## src/rtl/regfile_wb_arbiter.sv

```systemverilog
// Round-robin writeback arbiter for the register file's single write port,
// plus a per-register busy scoreboard for read-after-write hazard detection.
module regfile_wb_arbiter #(
  parameter int unsigned N     = 64,
  parameter int unsigned R     = 32,
  parameter int unsigned ASIZE = $clog2(R),
  parameter int unsigned NREQ  = 4
) (
  input  logic                       clk,
  input  logic                       rst,
  input  logic [NREQ-1:0]            req_valid,
  output logic [NREQ-1:0]            req_ready,
  input  logic [NREQ*ASIZE-1:0]      req_id,
  input  logic [NREQ*N-1:0]          req_data,
  input  logic                       hold,
  input  logic                       alloc_valid,
  input  logic [ASIZE-1:0]           alloc_id,
  output logic                       alloc_ready,
  output logic                       wr,
  output logic [ASIZE-1:0]           reg_id_w,
  output logic [N-1:0]               data_in,
  output logic [R-1:0]               busy,
  output logic [$clog2(NREQ)-1:0]    grant_idx
);

  localparam int unsigned GW = $clog2(NREQ);

  logic [GW-1:0] ptr;
  logic [GW-1:0] cand;
  logic [GW-1:0] win_idx;
  logic          found;
  logic          xfer;
  logic [R-1:0]  busy_nxt;

  // Search from ptr upward; GW-bit arithmetic wraps modulo NREQ.
  always_comb begin
    found   = 1'b0;
    win_idx = '0;
    cand    = '0;
    for (int k = 0; k < int'(NREQ); k++) begin
      cand = ptr + GW'(k);
      if (!found && req_valid[cand]) begin
        found   = 1'b1;
        win_idx = cand;
      end
    end
  end

  assign xfer        = rst & ~hold & found;
  assign req_ready   = xfer ? (NREQ'(1) << win_idx) : '0;
  assign alloc_ready = rst & ~busy[alloc_id];

  // Commit clears first so a same-edge reservation of that register wins.
  always_comb begin
    busy_nxt = busy;
    if (wr) begin
      busy_nxt[reg_id_w] = 1'b0;
    end
    if (alloc_valid && alloc_ready) begin
      busy_nxt[alloc_id] = 1'b1;
    end
  end

  always_ff @(posedge clk) begin
    if (!rst) begin
      wr        <= 1'b0;
      reg_id_w  <= '0;
      data_in   <= '0;
      grant_idx <= '0;
      busy      <= '0;
      ptr       <= '0;
    end else begin
      wr   <= xfer;
      busy <= busy_nxt;
      if (xfer) begin
        reg_id_w  <= req_id[int'(win_idx)*ASIZE +: ASIZE];
        data_in   <= req_data[int'(win_idx)*N +: N];
        grant_idx <= win_idx;
        ptr       <= win_idx + GW'(1);
      end
    end
  end

endmodule

```

## config.mk

```make
export PLATFORM = sky130hd
export DESIGN_NAME = regfile_wb_arbiter
export DESIGN_NICKNAME = d
export VERILOG_FILES = /design/src/rtl/regfile_wb_arbiter.sv
export SDC_FILE = /design/constraint.sdc
export NUM_CORES = 1
export LEC_CHECK = 0
export ABC_AREA = 1
export CORE_AREA = 2 2 154 156
export DETAILED_ROUTE_END_ITERATION = 6
export DIE_AREA = 0 0 156 158
export GPL_TIMING_DRIVEN = 1
export PLACE_DENSITY = 0.68
export SLEW_MARGIN = 25
export SYNTH_ARGS = -nofsm -noshare
export SYNTH_HDL_FRONTEND = slang
export SYNTH_SLANG_ARGS = --single-unit
```

## constraint.sdc

```tcl
create_clock -name clk -period 5.28 [get_ports clk]
set_clock_uncertainty 0.05 [all_clocks]
set_input_delay 1.584 -clock clk [delete_from_list [all_inputs] [get_ports clk]]
set_output_delay 1.584 -clock clk [all_outputs]
set_load 0.01 [all_outputs]
```

==> impl_metrics.env <==
export IMPL_ff2ff_path_depth=13
export IMPL_r2r_setup_slack_ns=2.16
export IMPL_ys_seq_area_frac=0.300
export IMPL_ys_ff_latch=106
export IMPL_max_stage_delay_ns=0.54
export IMPL_dieArea_um2=24600
export IMPL_critPathMaxFanout=9
export IMPL_synthMuxAreaShare=0
export IMPL_final_util=0.503
export IMPL_synth_area_um2=7070
export IMPL_cp_required_ns=3.65
export IMPL_preCtsSetupSlack_ns=-0.0177
export IMPL_cts_root_buffer="clkbuf_16"
export IMPL_synthFlopType="dfxtp_1"
export IMPL_path_cells="clkdlybuf4s50_1, inv_2, buf_4, nand3_1, nand2_1, nor2_1, nor2_1, nor2_1, nand3_1, inv_1, clkdlybuf4s50_1"
export IMPL_place_port_buffers=397
export IMPL_fill_cells=2376
export IMPL_start_util=0.307
export IMPL_firstDrtPassIters=6
export IMPL_fmax_mhz=195
export IMPL_setup_slack_ns=0.146
export IMPL_clk_path_buf_depth=2
export IMPL_yosys_area_share_simple=0.543
export IMPL_holdPathStages=2
export IMPL_ys_top_cells_by_area="dfxtp_1 30%, nand2_1 23%, nand3_1 21%"
export IMPL_synth_xor_area_frac=0
export IMPL_synthAdderAreaFrac=0
export IMPL_leakage_nw=5.13
export IMPL_crit_top_cell="nor2_1"
export IMPL_wl_per_cell_um=16.7
export IMPL_track_usage=0.253
export IMPL_design_area_um2=11600
export IMPL_synth_top_family_by_area="simple AND/OR/NAND/NOR gates"
export IMPL_tritoncts="yes"
export IMPL_rsz0062_at_grt="false"
export IMPL_r2r_end="data_in[5]"
export IMPL_finalPower_w=0.00554
export IMPL_syn_nets=1537
export IMPL_syn2layout_area_growth_pct=64.0
export IMPL_ios=398
export IMPL_grt_pass1_vias=8813
export IMPL_worst_hold_startpoint="grant_idx[1]"
export IMPL_drive_gt1_frac=0.0482
export IMPL_rows=56
export IMPL_place_congestion=0.923
export IMPL_final_hold_viol_count=0
export IMPL_grt_pass1_wl_um=48300
export IMPL_synth_compound_area_frac=0.0510
export IMPL_overflow=0
export IMPL_drv_slew=0
export IMPL_synth_enable_flop_cells=0
export IMPL_cts_max_level=3
export IMPL_dp_hpwl_um=24400
export IMPL_r2r_start="ptr[0]"
export IMPL_antenna_found_initial=1
export IMPL_powerDensity_nw_per_um2=478
export IMPL_placed_cell_area_um2=11300
export IMPL_end_kind="output port"
export IMPL_cts_inserted_buffers=9
export IMPL_ir_drop_v=0.000277
export IMPL_synthDistinctLibCells=23
export IMPL_first_iter_violations=479
export IMPL_via_count=9381
export IMPL_async_reset_ff_frac=0
export IMPL_die_h_um=158
export IMPL_criticalPathCategory="input pin to output port"
export IMPL_status="finished, final reports clean"
export IMPL_cts_sinks=106
export IMPL_syn_instance_count=1248
export IMPL_worst_path_buf_inv=5
export IMPL_post_route_period_util=0.972
export IMPL_grt_max_degree=69
export IMPL_holdCritPathClass="flip-flop to flip-flop"
export IMPL_die_w_um=156
export IMPL_clock_latency_ns=0.36
export IMPL_max_slew_margin_rel=0.448
export IMPL_clk_pin_slew_ns=0.07
export IMPL_yosysTopAreaCell="dfxtp_1"
export IMPL_hold_end="grant_idx[1]"
export IMPL_yosys_warnings=0
export IMPL_viasPerCell=4.92
export IMPL_syn_area_per_cell_um2=5.66
export IMPL_drc_errors=0
export IMPL_wl_um=32000
export IMPL_fin_nets=1901
export IMPL_synth_top_area_frac=0.300
export IMPL_setup_tns_ns=0
export IMPL_period_minus_slack_ns=5.13
export IMPL_start_kind="input pin"
export IMPL_setup_violations=0
export IMPL_core_region_area_um2=23100
export IMPL_cp_slowest_cell="clkdlybuf4s50_1"
export IMPL_worst_pin_slew_ns=0.828
export IMPL_critical_path_arrival_ns=3.50
export IMPL_critPathTopFamily="buffers and inverters"
export IMPL_ant_nets=0
export IMPL_drv_cap=0
-- Yosys cell counts (4+ instances only) --
cell type	instances
nor2_1	161
nand2_2	4
nor3_1	7
clkbuf_1	17
nand2_1	437
buf_2	49
buf_6	5
inv_2	6
buf_4	11
dfxtp_1	106
nand3_1	293
a21oi_1	34
o21ai_0	34
inv_1	71
-- placed cells by master (no fill, tap or decap), types with 3 or more instances in the layout --
master / n
dfxtp_1: 106
a21oi_1: 34
nor2_4: 4
dlymetal6s2s_1: 3
clkinv_2: 3
o21ai_0: 34
nor3_1: 7
buf_4: 38
nand2_4: 3
nand2_1: 434
clkdlybuf4s50_1: 391
nand3_1: 293
nor2_1: 158
nand2_2: 4
nand4_1: 3
clkbuf_16: 9
inv_2: 6
inv_1: 71
-- layer usage --
metal,track usage,share of wire
met2,0.438,0.48
met5,0,0
met4,0.0852,0.024
met3,0.0575,0.077
met1,0.311,0.42
-- through the flow --
step / hold slack (ns) / cells
5_1_grt: 0.443 / 1908
3_5_place_dp: 0.409 / 1891
2_1_floorplan: 0.438 / 1248
6_report: 0.417 / 1908
4_1_cts: 0.421 / 1907
3_3_place_gp: 0.408 / 1890
-- how the worst max path moves through the flow --
stage,startpoint,endpoint,cells past startpoint
3_3_place_gp,alloc_id[1],alloc_ready,11
2_1_floorplan,req_valid[3],req_ready[3],13
5_1_grt,alloc_id[1],alloc_ready,11
6_report,alloc_id[1],alloc_ready,11
3_5_place_dp,req_valid[3],req_ready[0],12
4_1_cts,req_valid[1],req_ready[1],12
-- worst register-to-register path, delay by kind of cell, from the launching register on --
kind	cells	cell delay, ns
AOI/OAI and AO/OA	1	0.18
buffers and inverters	4	0.90
DFF	1	0.65
and+or+nand+nor	8	1.24
-- sequential cells by signal, indices dropped and copies added (netlist names) --
register and flops:
data_in 64, busy 32, reg_id_w 5, grant_idx 2
ptr 2, wr 1
-- logic make-up after synthesis --
kind of cell	count (synthesis)
buffers and inverters	161
DFF	106
AOI/OAI and AO/OA	71
and+or+nand+nor	910
-- power breakdown --
| group | leakage (nW) | internal [W] | switching (W) |
|---|---|---|---|
| Combinational | 4.12 | 0.00143 | 0.00224 |
| Clock | 0.145 | 0.000339 | 0.000328 |
| Sequential | 0.874 | 0.00104 | 0.000164 |
| Total | 5.13 | 0.00281 | 0.00273 |
-- cell type report --
class,instances,area [um2],share of cell area
Clock inverter,6,47.5,0.00410
Clock buffer,10,239,0.0206
Sequential cell,106,2120,0.183
Tap cell,290,363,0.0313
Multi-Input combinational cell,981,4240,0.366
Inverter,78,294,0.0254
Antenna cell,1,2.50,0.000216
Timing Repair Buffer,436,4280,0.369
-- what timing repair did --
item | CTS | global route
pin swaps | 0 | 0
gates resized for setup | 3 | 5
hold buffers | 0 | 0
gates cloned | 0 | 0
buffers inserted | 0 | 0
setup endpoints to repair | 3 | 3
No activity file was read; power rests on OpenSTA's default activity.
